**src/rtl/leaky_integrate_fire_neuron.sv**
```systemverilog
// Leaky integrate-and-fire neuron with binary weighted synapses.
// Each cycle either counts down a refractory period or evaluates
// integrate -> leak -> threshold on an externally held membrane potential.
// No handshake: the block evaluates every cycle (no valid/ready pair).
module leaky_integrate_fire_neuron #(
  parameter int NUM_INPUTS = 8,
  parameter int DATA_W     = 8,
  parameter int TREF_W     = 4
) (
  input  logic                         clk,
  input  logic                         reset,
  input  logic [NUM_INPUTS-1:0]        spike_in,
  input  logic [NUM_INPUTS*DATA_W-1:0] weight,
  input  logic [DATA_W-1:0]            memb_potential_in,
  input  logic [DATA_W-1:0]            threshold,
  input  logic [DATA_W-1:0]            leak_value,
  input  logic [TREF_W-1:0]            tref,
  output logic [DATA_W-1:0]            memb_potential_out,
  output logic                         spike_out
);

  // Wide enough to hold the potential plus every weight without overflow.
  localparam int SUM_W = DATA_W + $clog2(NUM_INPUTS + 1);
  localparam logic [SUM_W-1:0] MAX_POT = SUM_W'({DATA_W{1'b1}});

  logic [TREF_W-1:0] ref_cnt;
  logic [SUM_W-1:0]  sum;
  logic [SUM_W-1:0]  leaked;
  logic [DATA_W-1:0] clamped;
  logic              fire;

  // Integrate weighted spikes, apply the flooring leak, then compare.
  always_comb begin
    sum = SUM_W'(memb_potential_in);
    for (int i = 0; i < NUM_INPUTS; i++) begin
      if (spike_in[i]) begin
        sum = sum + SUM_W'(weight[i*DATA_W +: DATA_W]);
      end
    end
    if (sum >= SUM_W'(leak_value)) begin
      leaked = sum - SUM_W'(leak_value);
    end else begin
      leaked = '0;
    end
    fire = (leaked >= SUM_W'(threshold));
    // Only reachable if the threshold compare were ever bypassed; keeps
    // the output in range regardless.
    if (leaked > MAX_POT) begin
      clamped = {DATA_W{1'b1}};
    end else begin
      clamped = leaked[DATA_W-1:0];
    end
  end

  // Output and refractory registers; reset wins, refractory ignores inputs.
  always_ff @(posedge clk) begin
    if (reset) begin
      memb_potential_out <= '0;
      spike_out          <= 1'b0;
      ref_cnt            <= '0;
    end else if (ref_cnt != '0) begin
      memb_potential_out <= '0;
      spike_out          <= 1'b0;
      ref_cnt            <= ref_cnt - 1'b1;
    end else if (fire) begin
      memb_potential_out <= '0;
      spike_out          <= 1'b1;
      ref_cnt            <= tref;
    end else begin
      memb_potential_out <= clamped;
      spike_out          <= 1'b0;
      ref_cnt            <= ref_cnt;
    end
  end

endmodule

```
**config.mk**
```make
export PLATFORM = sky130hd
export DESIGN_NAME = leaky_integrate_fire_neuron
export DESIGN_NICKNAME = d
export VERILOG_FILES = /design/src/rtl/leaky_integrate_fire_neuron.sv
export SDC_FILE = /design/constraint.sdc
export NUM_CORES = 1
export LEC_CHECK = 0
export ABC_AREA = 1
export BUFFER_PORTS_ARGS = -buffer_cell sky130_fd_sc_hd__buf_2
export CORE_UTILIZATION = 32
export CTS_CLUSTER_DIAMETER = 80
export DETAILED_ROUTE_END_ITERATION = 8
export GPL_TIMING_DRIVEN = 0
export PLACE_DENSITY = 0.58
export SYNTH_ARGS = -nofsm -noshare
export SYNTH_HDL_FRONTEND = slang
export SYNTH_SLANG_ARGS = --single-unit
```
**constraint.sdc**
```tcl
create_clock -name clk -period 10.1 [get_ports clk]
set_input_delay 0.505 -clock clk [delete_from_list [all_inputs] [get_ports clk]]
set_output_delay 0.505 -clock clk [all_outputs]
set_load 0.1 [all_outputs]
```
# Word level (Yosys, flattened, before mapping)
# Index checks and enable logic that the tools add are counted.
# W data, S select, Z words.
[classes]
n_div = 0
mux = 13
n_addsub = 10
eq_ne = 0
reduce_logical = 4
multipliers = 0
shift = 0
n_lt_le_gt_ge = 3
bitwise_logic = 0
[ops]
columns = ["op", "n"]
rows = [
  ["$mux W12", 8],
  ["$add A12 B8 Y12", 7],
  ["$ge A12 B8 Y1", 2],
  ["$gt A12 B8 Y1 const B", 1],
  ["$sub A12 B8 Y12", 1],
  ["$add A8 B8 Y9", 1],
  ["$mux W9", 1],
  ["$mux W4", 2],
  ["$mux W8", 1],
  ["$reduce_bool A4 Y1", 1],
  ["$sub A4 B1 Y4 const B", 1],
  ["$reduce_or A3 Y1", 1],
  ["$reduce_bool A2 Y1", 1],
  ["$reduce_or A2 Y1", 1],
  ["$mux W1", 1],
]
[word_totals]
mem_bits_ro = 0
wordCells = 33
memories = 0
ff_bits = 13
latchBits = 0
out_inout_bits = 9
input_bits = 102
mem_bits_rw = 0

# Logic depth before layout (Yosys ltp)
[depth]
depth_word = 21
ltp_mapped = 67
depth_no_buf = 67

# Worst setup path before layout
# OpenSTA, ideal clock, no wires.
[synth_path]
path_type = "input port to flip-flop"
from = "in weight[0]"
to = "reg memb_potential_out[0]"
arrival_time_ns = 10.327
path_stages = 62
path_buffers = 0
required_time_ns = 10.037
setup_ns = 0.063
slack_ns = -0.290
path_cell_list = "ha_1 fa_1 nand2_1 o21ai_0 inv_1 fa_1 o21ai_0 fa_1 inv_1 o21ai_0 inv_1 fa_1 o21ai_0 inv_1 fa_1 o21ai_0 inv_1 fa_1 (+26 left out) nand2_2 nor2_4 nand3_4 nand2_1 inv_1 ha_1 a21boi_0 o21a_1 o21ai_0 nand2_1 a21oi_1 o21bai_1 a21o_1 a21oi_1 nand3_4 clkinv_2 nand2_4 nor2_2"
[synth_via]
elab_chain_cells = 20
elab_cells_between_ends = 23
classes_between = "9 x add/sub; 3 x order compare; 10 x mux; 1 x reduce/logical"
[synth_lines]
columns = ["item", "line_no", "text"]
rows = [
  ["from (decl)", "13", "input logic [NUM_INPUTS*DATA_W-1:0] weight,"],
  ["$add A8 B8 Y9 *", "37", "sum = sum + SUM_W'(weight[i*DATA_W +: DATA_W]);"],
  ["$mux W9 *", "36", "if (spike_in[i]) begin"],
  ["$add A12 B8 Y12", "37", ""],
  ["$mux W12 *", "36", ""],
  ["$add A12 B8 Y12", "37", ""],
  ["$mux W12 *", "36", ""],
  ["$add A12 B8 Y12", "37", ""],
  ["$mux W12 *", "36", ""],
  ["(+4 left out)", "--", ""],
  ["$add A12 B8 Y12", "37", ""],
  ["$mux W12 *", "36", ""],
  ["$add A12 B8 Y12", "37", ""],
  ["$mux W12 *", "36", ""],
  ["$sub A12 B8 Y12 or $ge A12 B8 Y1 (tied branches)", "41, 40", ""],
  ["$mux W12 *", "40", "if (sum >= SUM_W'(leak_value)) begin"],
  ["$ge A12 B8 Y1 or $gt A12 B8 Y1 (tied branches)", "45, 48", ""],
  ["$reduce_or A3 Y1 (no line) or $mux W8 (tied branches)", "--", ""],
  ["to (signal assigned)", "70", "memb_potential_out <= clamped;"],
  ["to (decl)", "18", "output logic [DATA_W-1:0] memb_potential_out,"],
]
# Every way passes the cells marked *; elsewhere a longest branch is shown, timed or not.
# A chain may end at the register's enable or synchronous reset.

# Final worst setup path
[layout_path]
from = "in memb_potential_in[0]"
to = "reg memb_potential_out[1]"
[layout_via]
elab_chain_cells = 20
elab_cells_between_ends = 23
classes_between = "9 x add/sub; 3 x order compare; 10 x mux; 1 x reduce/logical"
[layout_lines]
columns = ["item", "line_no", "text"]
rows = [
  ["from (decl)", "14", "input logic [DATA_W-1:0] memb_potential_in,"],
  ["$add A8 B8 Y9", "37", ""],
  ["$mux W9 *", "36", ""],
  ["$add A12 B8 Y12", "37", ""],
  ["$mux W12 *", "36", ""],
  ["$add A12 B8 Y12", "37", ""],
  ["$mux W12 *", "36", ""],
  ["$add A12 B8 Y12", "37", ""],
  ["$mux W12 *", "36", ""],
  ["(+4 left out)", "--", ""],
  ["$add A12 B8 Y12", "37", ""],
  ["$mux W12 *", "36", ""],
  ["$add A12 B8 Y12", "37", ""],
  ["$mux W12 *", "36", ""],
  ["$sub A12 B8 Y12 or $ge A12 B8 Y1 (tied branches)", "41, 40", ""],
  ["$mux W12 *", "40", ""],
  ["$ge A12 B8 Y1 or $gt A12 B8 Y1 (tied branches)", "45, 48", ""],
  ["$reduce_or A3 Y1 (no line) or $mux W8 (tied branches)", "--", ""],
]
# Marks and branches as above.

==> summary by stage <==
Outcome
The run finished with clean final reports.

Placed design
The instance area at placement is 0.00586 mm^2. OpenSTA, run right after detailed placement, puts the worst setup slack at -1.54 ns. The HPWL after detailed placement is 10.4 mm.

The count of placed standard cells including taps is 1,154. The count of input and output buffers is 110. The weighted congestion at the end of routability-driven global placement is 0.847.

Timing
Dividing the final minimum period by the clock period gives 0.984. The hold violation count in the final report came to 0. The worst setup margin is 0.158 ns.

Summed over all failing endpoints, the final setup total negative slack is 0 ns. The top achievable clock speed is 0.101 GHz. The final number of setup-violating endpoints is 0. Setup repair after global routing could not meet its margin everywhere.

The slew at the pin closest to its max-slew limit is 0.551 ns. The worst-case clock skew is 0.00642 ns. The number of pins exceeding their max-slew limit in the final report is 0. The worst pin sits at a relative slew slack of 0.632. The smallest hold slack is 0.452 ns. The clock period minus final worst setup slack is 9.94 ns.

Critical path
In this design, the stage delay of the slowest critical-path cell is 0.56 ns. The path depth of the worst reg2reg path is 8. STA classifies the critical path endpoint as a register. The critical path is of the in -> reg type. The startpoint type of the worst setup path is a primary input. The launching instance or port of the critical path is memb_potential_in[0]. In this design, the critical path's most frequently occurring cell is sky130_fd_sc_hd__inv_2. The endpoint identified for the worst register-to-register timing path is memb_potential_out[1]$_SDFF_PP0_. At the worst endpoint, the required time is 10.28 ns. The minimum setup slack among reg-to-reg paths is 8.51 ns.

The data arrival time at the worst-slack endpoint is 10.12 ns. The worst register-to-register path begins at ref_cnt[0]$_SDFFE_PP0P_. The largest individual stage delay along the critical path comes from the cell sky130_fd_sc_hd__fa_2. The maximum net fanout on the critical path is 8.

Drt
The first-pass detailed-route iteration total is 4. Dividing the detail-routed wire length by the instance count gives 11.1 um. Once detail routing completed, the nets flagged for antenna violations numbered 0. The first routing iteration left 164 violations.

After detailed routing, the number of vias per cell comes to 4.61. The vias after detailed routing is 5,703. In the routed design, unresolved DRC markers number 0. The routed wire length is 13.7 mm.

Cells and area
At the end of the flow the core is filled with cells to 0.479. Relative to the synthesized area, the layout overhead comes to 45.3%. The final instance count without filler cells is 1,237. In the layout the commonest cells are sky130_fd_sc_hd__nand2_1, sky130_fd_sc_hd__inv_1, sky130_fd_sc_hd__buf_2. Leaving out fill and tap cells, the most frequent cell in the layout is sky130_fd_sc_hd__nand2_1. The final net count is 1,221. Of the cells placed in the final design, the portion with a size suffix greater than 1 is 0.384.

The final non-filler cell area is 0.00731 mm^2. The number of antenna diodes in the final layout is 0. Fill cells in the final layout number 1,560.

Min path
The terminating pin of the worst hold path is ref_cnt[0]$_SDFFE_PP0P_. The worst hold path startpoint is reset. The count of cells along the worst hold path is 2.

In this run the worst hold path is classified as in -> reg.

Pwr
In this run the static leakage power is 3.87 nW. The largest voltage drop on the vdd net is 0.110 mV. The design draws 2.15 mW. The power density of the placed cells is 294 mW/mm^2.

Floorplanning
The core region is 0.0153 mm^2. The die covers 0.0162 mm^2. The die span in y is 127 um. The initial utilization of the core area, before any placement, comes to 0.330.

In this run the core area contains 45 standard-cell rows. The die boundary width is 127 um. The count of boundary I/O pins is 111.

Global route
The maximum number of pins on one net before global-route repair is 11. The aggregate global-route resource usage is 0.156. The number of global-route vias before repair came to 5,102. The first global-routing pass estimated 21.5 mm of wire.

For this run the aggregate overflow at the end of global routing stands at 0. The initial antenna violation count was 0.

Clock tree
The H-tree depth is 1. The CTS tree is built. The latest clock arrival within the worst-skew pair is 0.24 ns. The root buffer cell chosen for the clock tree is sky130_fd_sc_hd__clkbuf_16. Counting the buffers created by CTS gives 3. For this design, the sink count on the clock tree is 13. The number of buffers on the longest clock path is 2. The clock slew seen by the registers of the worst setup and hold paths is 0.05 ns.

Run
The number of max-cap violations is 0.

Logic synthesis
The most used flip-flop cell after synthesis is sky130_fd_sc_hd__dfxtp_1. The number of storage elements in the synthesis netlist is 13. Of the synthesized area, sequential elements account for 0.0517. The cell area after synthesis is 0.00503 mm^2.

For this run, asynchronously set or reset flops after synthesis account for 0. After technology mapping, the gate count stands at 833. A synthesized cell averages 6.04 um^2. The number of flops mapped to enable cells by yosys is 0. In this run, distinct cell masters in the synthesized netlist total 44. Synthesis produced a netlist with a net count of 1,027.

The number of synthesis warnings is 0.
[final cells by class]
class	instances	area [um^2]	share of cell area
Buffer	8	31.3	0.00428
Multi-Input combinational cell	654	4910	0.672
Timing Repair Buffer	188	1160	0.159
Inverter	159	604	0.0826
Tap cell	211	264	0.0361
Sequential cell	13	260	0.0356
Clock buffer	4	78.8	0.0108
[how the worst max path moves through the flow]
stage               cells after the start  slack (ns)                          endpoint
floorplan                              62        0.03  memb_potential_out[0]$_SDFF_PP0_
global placement                       63       -1.48  memb_potential_out[2]$_SDFF_PP0_
detailed placement                     63       -1.54  memb_potential_out[2]$_SDFF_PP0_
CTS                                    65       0.002  memb_potential_out[6]$_SDFF_PP0_
global route                           65       -0.31  memb_potential_out[3]$_SDFF_PP0_
finish                                 64        0.16  memb_potential_out[1]$_SDFF_PP0_
[what timing repair did]
action,CTS,global route
hold buffers,0,0
resized for setup,81,132
buffers inserted,45,34
pin swaps,53,97
setup endpoints to repair,13,13
cloned,1,0
[worst max-delay path: cells and delay by family]
family / cells / cell delay, ns
AO/OA/AOI/OAI: 20 / 2.64
XOR/XNOR: 1 / 0.15
adder cells (fa/ha/maj): 10 / 3.62
buffers and inverters: 14 / 1.29
AND/OR/NAND/NOR: 19 / 1.92
[where the power goes]
| group | switching [mW] | internal, mW | total (mW) |
|---|---|---|---|
| Clock | 0.0223 | 0.0533 | 0.0756 |
| Combinational | 1.12 | 0.878 | 2.00 |
| Sequential | 0.00600 | 0.0706 | 0.0766 |
[flip-flops by register name, indices dropped and copies added, names as in the netlist]
register and flops:
memb_potential_out 8, spike_out 1, ref_cnt 4
[synth_stat cells, drive strengths merged (9+ instances only)]
| cell type | count | share of area |
|---|---|---|
| fa | 9 | 0.036 |
| dfxtp | 13 | 0.052 |
| nand3 | 47 | 0.065 |
| a21oi | 61 | 0.062 |
| inv | 158 | 0.12 |
| nor2 | 46 | 0.042 |
| nand2 | 243 | 0.20 |
| xor2 | 26 | 0.045 |
| ha | 83 | 0.21 |
| xnor2 | 12 | 0.021 |
| a31oi | 11 | 0.014 |
| o21ai | 78 | 0.081 |
[per-layer routing]
layer,global-route usage,up-vias,part of all wire
met4,0.0217,0,0.0077
li1,-,3094,-
met5,0,-,0
met2,0.291,110,0.49
met3,0.0163,10,0.035
met1,0.197,2489,0.47
[logic make-up (layout without fill, tap and decap cells)]
logic type	count (synthesis)	in the layout	synth area share
adders and majority gates	92	92	0.242
DFF	13	13	0.0517
xor gates and xnor gates	38	38	0.0661
and+or+nand+nor	356	357	0.333
buffers and inverters	167	359	0.125
AOI/OAI and AO/OA	167	167	0.182
Note: power is estimated with default switching activity, not from simulation.
